$ cat src/rtl/mem_run_ctrl.sv
// -----------------------------------------------------------------------------
// mem_run_ctrl
//   Sequences one test run of the delay-line memory manager:
//     IDLE -> SETTLE (run held low) -> FILL (seeded pre-fill) -> RUN -> DRAIN.
//   During FILL/RUN it pulls received/wrong-number reports from the manager
//   through a one-deep buffer, acknowledges them, and forwards them to the UART
//   transmit path with a valid/ready handshake.
//
// Ports
//   clk, n_reset            clock, asynchronous active-low reset
//   start, stop             one-cycle control pulses from the host decoder
//   cfg_*                   run configuration, sampled on an accepted start
//   run                     manager run/reset control
//   mem_params              latched manager parameter word
//   mem_replace_num/_valid  {addr, data} pre-fill write port
//   mem_received_*          report interface from the manager (+ ack back)
//   msg_data/_valid/_ready  {replaced, addr, data} towards the UART tx path
//   busy                    any state other than IDLE
//   err_count               saturating count of forwarded non-replaced reports
//   overrun_sticky          manager overrun seen while run was high
//
// All outputs come straight from registers.
// -----------------------------------------------------------------------------
module mem_run_ctrl #(
  parameter int DATA_W        = 16,
  parameter int ADDR_W        = 8,
  parameter int PARAMS_W      = 32,
  parameter int SETTLE_CYCLES = 64,
  parameter int ERR_W         = 16
) (
  input  logic                       clk,
  input  logic                       n_reset,
  input  logic                       start,
  input  logic                       stop,
  input  logic [PARAMS_W-1:0]        cfg_params,
  input  logic [ADDR_W-1:0]          cfg_no_nums,
  input  logic [DATA_W-1:0]          cfg_seed,
  input  logic                       cfg_fill_en,
  output logic                       run,
  output logic [PARAMS_W-1:0]        mem_params,
  output logic [ADDR_W+DATA_W-1:0]   mem_replace_num,
  output logic                       mem_replace_valid,
  input  logic [ADDR_W+DATA_W-1:0]   mem_received_num,
  input  logic                       mem_received_replaced,
  input  logic                       mem_received_valid,
  input  logic                       mem_received_overrun,
  output logic                       mem_received_ack,
  output logic [ADDR_W+DATA_W:0]     msg_data,
  output logic                       msg_valid,
  input  logic                       msg_ready,
  output logic                       busy,
  output logic [ERR_W-1:0]           err_count,
  output logic                       overrun_sticky
);

  localparam int CNT_W = (SETTLE_CYCLES > 1) ? $clog2(SETTLE_CYCLES) : 1;

  typedef enum logic [2:0] {
    S_IDLE,
    S_SETTLE,
    S_FILL,
    S_RUN,
    S_DRAIN
  } state_t;

  // Every register of the block, so next-state logic is a single r_d = f(r).
  typedef struct packed {
    state_t                     state;
    logic [CNT_W-1:0]           settle_cnt;
    logic [ADDR_W-1:0]          fill_idx;
    logic [ADDR_W-1:0]          no_nums;
    logic [DATA_W-1:0]          seed;
    logic                       fill_en;
    logic                       run;
    logic [PARAMS_W-1:0]        params;
    logic [ADDR_W+DATA_W-1:0]   replace_num;
    logic                       replace_valid;
    logic                       ack;
    logic [ADDR_W+DATA_W:0]     msg_data;
    logic                       msg_valid;
    logic                       busy;
    logic [ERR_W-1:0]           err_count;
    logic                       overrun;
  } regs_t;

  regs_t r, r_d;

  logic              capture;
  logic [ADDR_W-1:0] next_idx;

  // NOTE: state registers use non-blocking assignments so every flop samples
  // the pre-edge value of every other flop, regardless of process order.
  always_ff @(posedge clk or negedge n_reset) begin
    if (!n_reset) r <= '0;
    else          r <= r_d;
  end

  always_comb begin
    // NOTE: r_d starts as a copy of r so every field has a value on every path;
    // without this default, a field skipped in some branch would infer a latch.
    r_d      = r;
    r_d.ack  = 1'b0;
    next_idx = r.fill_idx + 1'b1;

    // Buffer frees on the handshake cycle; it can refill from the next cycle.
    if (r.msg_valid && msg_ready) r_d.msg_valid = 1'b0;

    // In DRAIN the exit condition (buffer empty, no ack pending) is exactly the
    // capture condition, so captures only ever happen in FILL and RUN.
    capture = (r.state == S_FILL || r.state == S_RUN) &&
              mem_received_valid && !r.msg_valid && !r.ack;

    if (capture) begin
      r_d.msg_data  = {mem_received_replaced, mem_received_num};
      r_d.msg_valid = 1'b1;
      r_d.ack       = 1'b1;
      if (!mem_received_replaced && (r.err_count != '1))
        r_d.err_count = r.err_count + 1'b1;
    end

    if (r.run && mem_received_overrun) r_d.overrun = 1'b1;

    unique case (r.state)
      S_IDLE: begin
        if (start) begin
          r_d.state      = S_SETTLE;
          r_d.settle_cnt = CNT_W'(SETTLE_CYCLES - 1);
          r_d.params     = cfg_params;
          r_d.no_nums    = cfg_no_nums;
          r_d.seed       = cfg_seed;
          r_d.fill_en    = cfg_fill_en;
          r_d.err_count  = '0;
          r_d.overrun    = 1'b0;
        end
      end
      S_SETTLE: begin
        if (r.settle_cnt == '0) begin
          r_d.run = 1'b1;
          if (r.fill_en && (r.no_nums != '0)) begin
            r_d.state         = S_FILL;
            r_d.fill_idx      = '0;
            r_d.replace_num   = {{ADDR_W{1'b0}}, r.seed};
            r_d.replace_valid = 1'b1;
          end else begin
            r_d.state = S_RUN;
          end
        end else begin
          r_d.settle_cnt = r.settle_cnt - 1'b1;
        end
      end
      S_FILL: begin
        // fill_idx is the index of the strobe currently on the port.
        if (stop) begin
          r_d.replace_valid = 1'b0;
          r_d.state         = S_DRAIN;
        end else if (r.fill_idx == r.no_nums - 1'b1) begin
          r_d.replace_valid = 1'b0;
          r_d.state         = S_RUN;
        end else begin
          r_d.fill_idx    = next_idx;
          r_d.replace_num = {next_idx, r.seed + DATA_W'(next_idx)};
        end
      end
      S_RUN: begin
        if (stop) r_d.state = S_DRAIN;
      end
      S_DRAIN: begin
        if (!r.msg_valid && !r.ack) begin
          r_d.run   = 1'b0;
          r_d.state = S_IDLE;
        end
      end
      default: r_d.state = S_IDLE;
    endcase

    r_d.busy = (r_d.state != S_IDLE);
  end

  assign run               = r.run;
  assign mem_params        = r.params;
  assign mem_replace_num   = r.replace_num;
  assign mem_replace_valid = r.replace_valid;
  assign mem_received_ack  = r.ack;
  assign msg_data          = r.msg_data;
  assign msg_valid         = r.msg_valid;
  assign busy              = r.busy;
  assign err_count         = r.err_count;
  assign overrun_sticky    = r.overrun;

endmodule

$ cat config.mk
export PLATFORM = sky130hd
export DESIGN_NAME = mem_run_ctrl
export DESIGN_NICKNAME = d
export VERILOG_FILES = /design/src/rtl/mem_run_ctrl.sv
export SDC_FILE = /design/constraint.sdc
export NUM_CORES = 1
export LEC_CHECK = 0
export CORE_UTILIZATION = 40
export DETAILED_ROUTE_END_ITERATION = 8
export PLACE_DENSITY = 0.79
export SLEW_MARGIN = 25
export SYNTH_ARGS = -nofsm -noshare
export SYNTH_HDL_FRONTEND = slang
export SYNTH_SLANG_ARGS = --single-unit
$ cat constraint.sdc
create_clock -name clk -period 2.5 [get_ports clk]
set_input_delay 0.625 -clock clk [delete_from_list [all_inputs] [get_ports clk]]
set_output_delay 0.625 -clock clk [all_outputs]
set_load 0.02 [all_outputs]
* Word-level counts from Yosys, hierarchy flattened
Cells that the tools add are included.
Widths: inputs -> output; s select.
** Storage, ports and cells
- Register bits after elaboration :: 145
- Word-level logic and storage cells :: 92
** Operators by class
- Add/sub/neg operators :: 5
- Eq/ne operators :: 14
- Mux-type cells :: 32
- Reductions and logical operators :: 25
** Operator list (count)
- $mux 25 :: 2
- $pmux 25 s2 :: 1
- $mux 24 :: 2
- $mux 17 :: 2
- $mux 16 :: 2
- $mux 8 :: 4
- $mux 27 :: 1
- $add 16x1->16 const B :: 1
- $add 16x8->16 :: 1
- $ne 16x16->1 const B :: 1
- $pmux 8 s2 :: 1
- $mux 3 :: 5
- $pmux 3 s5 :: 1
- $ne 2x2->1 const B :: 7
- $pmux 6 s2 :: 1
- $mux 9 :: 1
- $add 8x1->8 const B :: 1
- $eq 8x8->1 :: 1
- $logic_and 1x1->1 :: 8
- $reduce_bool 2->1 :: 4
- $reduce_bool 8->1 :: 1
- $sub 8x1->8 const B :: 1
- $mux 1 :: 7
- $eq 3x2->1 const B :: 2
- 15 further kinds :: 18

* Logic depth before layout (Yosys ltp)
- Word-level depth :: 8
- Depth in mapped cells :: 12
- Mapped depth without buffers :: 12

* Least setup slack after synthesis
Ideal clock, no wire load.
- Path kind :: register to register
- From :: register r[128] (netlist name)
- To :: register r, in the netlist mem_replace_num[12]
- Library setup time :: 0.125 ns
- Data arrival time :: 2.531 ns
- Data required time :: 2.375 ns
- Path slack :: -0.156 ns
- Cell stages (with the launch flop) :: 11
- Buffers on the path :: 0
- Period minus slack after synthesis :: 2.656 ns
- Cell sequence :: dfrtp_1 > ha_1 > nand3_1 > xnor2_1 > ha_1 > a21oi_1 > o22ai_1 > o41ai_1 > nor3_1 > xor2_1 > mux2_4
** Between the ends
- Cells in the longest elaborated chain, start to end :: 5
- Elaborated cells on any way between the ends :: 8
- Classes of those cells :: 2 x add/sub; 2 x eq/ne; 3 x mux; 1 x reduce/logical
** RTL lines
- start, declared :: RTL line 86 : regs_t r, r_d;
- start signal, assigned :: RTL line 95 : else r <= r_d;
- $add 8x1->8 :: RTL line 103 : next_idx = r.fill_idx + 1'b1;
- $add 16x8->16 :: RTL line 161 : r_d.replace_num = {next_idx, r.seed + DATA_W'(next_idx)};
- $mux 24 :: RTL line 156 : end else if (r.fill_idx == r.no_nums - 1'b1) begin
- $mux 24 :: RTL line 153 : if (stop) begin
- $pmux 25 s2 :: RTL line 123 : unique case (r.state)
Parallel ways exist; a longest one is shown, timed or not. The select of a mux whose other input is x is not followed.
A chain may end at the register's enable or synchronous reset.

* Final worst setup path
- From :: register r[129] (netlist name)
- To :: register r, in the netlist mem_replace_num[14]
Same word-level chain as after synthesis.

==> results.json <==
{
  "outcome": "finished, violations left",
  "violations": "setup timing",
  "setup_ws_ns": -0.114,
  "start_util_pct": 41.1,
  "cts_max_path_buffers": 2,
  "die_h_microns": 136,
  "place_congestion": 0.845,
  "clock_skew_ns": 0.00835,
  "fillers": 1486,
  "cts_tree": "done",
  "vias": 5655,
  "slowest_delay_ns": 0.37,
  "r2r_cells": 12,
  "yosysSeqAreaShare_pct": 47.8,
  "slew_violations": 0,
  "peakVddDrop_mv": 0.491,
  "layout-drive-gt1-share_pct": 15.1,
  "die_x_microns": 136,
  "overflow": 0,
  "drt_iter0_drc": 212,
  "start_kind": "flip-flop",
  "multi_input_area_sq_um": 3140,
  "grt_pass1_wl_microns": 27800,
  "syn_area_per_cell_sq_um": 9.02,
  "rsz0062_at_grt": "yes",
  "grt_util_met3_pct": 5.48,
  "regToRegEndpoint": "mem_replace_num[14]$_DFFE_PN0P_",
  "io_buffers": 191,
  "period_needed_ns": 2.61,
  "yosys_warnings": 0,
  "worstPathRequired_ns": 2.80,
  "worst_path_max_delay_cell": "dfrtp_1",
  "critPathArrivalTime_ns": 2.92,
  "rrSetupSlack_ns": -0.11,
  "grt_pass1_vias": 5500,
  "avgRoutedWirePerCell_microns": 15.3,
  "std_cell_rows": 48,
  "tightest_slew_ns": 0.565,
  "placed_cells": 1118,
  "core_sq_um": 17400,
  "track_usage_pct": 19.5,
  "final-seq-area_sq_um": 3430,
  "syn_nets": 898,
  "numCtsBuffers": 17,
  "cap_violations": 0,
  "grt_max_degree": 57,
  "cts-htree-levels": 4,
  "period_share_pct": 105,
  "synth_seq_cells": 137,
  "ant_nets": 0,
  "r2r-start": "r[129]$_DFFE_PN0P_",
  "vias_per_cell": 4.86,
  "hold_viol_final": 0,
  "synth_cells": 794,
  "synth-edff-count": 0,
  "antenna_found_initial": 0,
  "diodes": 0,
  "p_total_mw": 9.17,
  "power.switching_mw": 3.23,
  "clockPowerShare_pct": 28.0,
  "cts-root-buf": "clkbuf_16",
  "clock-sinks": 137,
  "grtUsageMet2_pct": 31.5,
  "final_cells": 1163,
  "powerDensity_nw_per_um2": 935,
  "path_cells": "inv_1 > nor3_2 > nand3_2 > xnor2_4 > ha_4 > nand3_4 > o22ai_4 > o41ai_2 > buf_4 > nor2_2 > xor2_1 > mux2_4",
  "totalWireLength_microns": 17800,
  "slew_headroom_pct": 62.0,
  "area_growth_pct": 36.9,
  "fmax_ghz": 0.383,
  "p_leak_nw": 4.54,
  "clkTransAtPathRegs_ns": 0.06,
  "timing.setup.tns_ns": -0.638,
  "met1_usage_pct": 24.0,
  "synth_flop_cell": "dfrtp_1",
  "dieArea_sq_um": 18500,
  "synth.cell_area_sq_um": 7170,
  "synth-async-reset-ratio_pct": 100,
  "crit_family": "simple AND/OR/NAND/NOR gates",
  "setup_violations": 10,
  "final_net_count": 1029,
  "path_buf_inv": 2,
  "drc": 0,
  "path_class": "reg -> reg",
  "busiest_layer": "met2",
  "switching_share_pct": 35.3,
  "synth.distinct_cells": 53,
  "drt-pass1-iter-count": 4,
  "crit_path_end_kind": "flip-flop",
  "ctsHoldBuffers": 0,
  "pwr-share-seq_pct": 35.5,
  "combPwrFrac_pct": 36.4,
  "internal_power_mw": 5.94,
  "dpl.hpwl_microns": 11800,
  "hp-class": "in -> async",
  "worst-path-max-fanout": 4,
  "clock_latency_ns": 0.42,
  "io_pins": 192
}
[cells in the mapped netlist, drive strengths merged (2+ instances only)]
master / instances / share of area [%]
nand4b: 2 / 0.24
buf: 102 / 11
and2: 3 / 0.26
nor3: 9 / 0.63
a21oi: 20 / 1.4
mux2: 17 / 3.4
nor2: 40 / 2.1
a31oi: 3 / 0.26
o22ai: 2 / 0.17
or3: 5 / 0.44
inv: 18 / 0.94
nor4: 5 / 0.65
dfrtp: 137 / 48
and3: 6 / 0.52
a31o: 3 / 0.37
ha: 14 / 2.4
xnor2: 23 / 2.8
nor2b: 3 / 0.26
nand3: 18 / 1.3
nand4: 6 / 0.52
mux2i: 2 / 0.28
nand2b: 5 / 0.44
clkbuf: 20 / 1.1
o2bb2ai: 5 / 0.61
o21ai: 15 / 1.1
nand2: 270 / 14
nand3b: 2 / 0.21
xor2: 23 / 2.8
[placed cells by master, fill, tap and decap left out, drive strengths merged, types with 3 or more instances in the layout]
cell and count:
a21oi 20, a31o 3, a31oi 3, and2 3, and3 6, buf 44, bufinv 3, clkbuf 17
clkdlybuf4s50 190, clkinv 8, clkinvlp 3, dfrtp 137, ha 14, inv 19, mux2 17, nand2 270
nand2b 5, nand3 18, nand4 6, nor2 40, nor2b 3, nor3 9, nor4 5, o21ai 15
o2bb2ai 5, or3 5, xnor2 23, xor2 23
[flip-flops by register name (all words and copies together), names as in the netlist]
signal             flops
busy                   1
err_count             16
mem_params            32
mem_received_ack       1
mem_replace_num       16
mem_replace_valid      1
msg_data              25
msg_valid              1
overrun_sticky         1
r                     42
run                    1
[final cells by class]
class	instances	share of cell area, %
sequential	137	34.9
timing repair buffer	234	23.3
clock buffer	17	4.34
tap	225	2.87
inverter	18	0.714
clock inverter	15	1.80
multi-input combinational	517	32.0
[worst max path at each step]
stage               slack [ns]                from  cells past startpoint                              end
finish                   -0.11  r[129]$_DFFE_PN0P_                     12  mem_replace_num[14]$_DFFE_PN0P_
global route             -0.18  r[129]$_DFFE_PN0P_                     12  mem_replace_num[10]$_DFFE_PN0P_
CTS                      -0.02  r[129]$_DFFE_PN0P_                     12  mem_replace_num[14]$_DFFE_PN0P_
detailed placement       -0.08  r[128]$_DFFE_PN0P_                     12  mem_replace_num[14]$_DFFE_PN0P_
global placement         -0.02  r[128]$_DFFE_PN0P_                     11  mem_replace_num[12]$_DFFE_PN0P_
floorplan                -0.01  r[128]$_DFFE_PN0P_                     10  mem_replace_num[12]$_DFFE_PN0P_
[power by group through the flow]
stage | registers (mW) | logic, mW | clock network, mW
floorplan | 3.15 | 2.18 | 0
global placement | 3.24 | 2.89 | 0
detailed placement | 3.25 | 2.96 | 0
CTS | 3.24 | 3.16 | 2.63
global route | 3.32 | 3.63 | 2.72
finish | 3.26 | 3.34 | 2.57
[per-stage QoR]
step	setup slack (ns)	util [%]	area [sq um]	hold WS, ns
2_1_floorplan	-0.0102	-	7170	0.329
4_1_cts	-0.0235	55.3	9640	0.153
6_report	-0.114	56.3	9810	0.135
3_5_place_dp	-0.0823	50.6	8810	0.462
5_1_grt	-0.180	56.3	9810	0.166
3_3_place_gp	-0.0232	50.6	8810	0.457
[what timing repair did]
action / 4_1_cts / 5_1_grt
resized for setup: 25 / 28
pin swaps: 15 / 17
hold endpoints to repair: 0 / 0
buffers inserted: 10 / 3
setup endpoints to repair: 10 / 16
cloned: 0 / 0
[layer usage]
layer,part of all wire (%),wire length [microns],vias up
li1,-,-,2743
met1,42,7450,2721
met2,50,8920,156
met3,5.6,991,35
met4,2.5,437,0
met5,0,0,-
[cells by family after synthesis]
logic type / after synthesis / share of synthesized area, %
and+or+nand+nor: 380 / 22.4
DFF: 137 / 47.8
muxes: 19 / 3.68
adders and majority gates: 15 / 2.72
AOI/OAI and AO/OA: 57 / 5.06
buffers and inverters: 140 / 12.7
xor gates and xnor gates: 46 / 5.62
(Power assumes the default switching activity.)
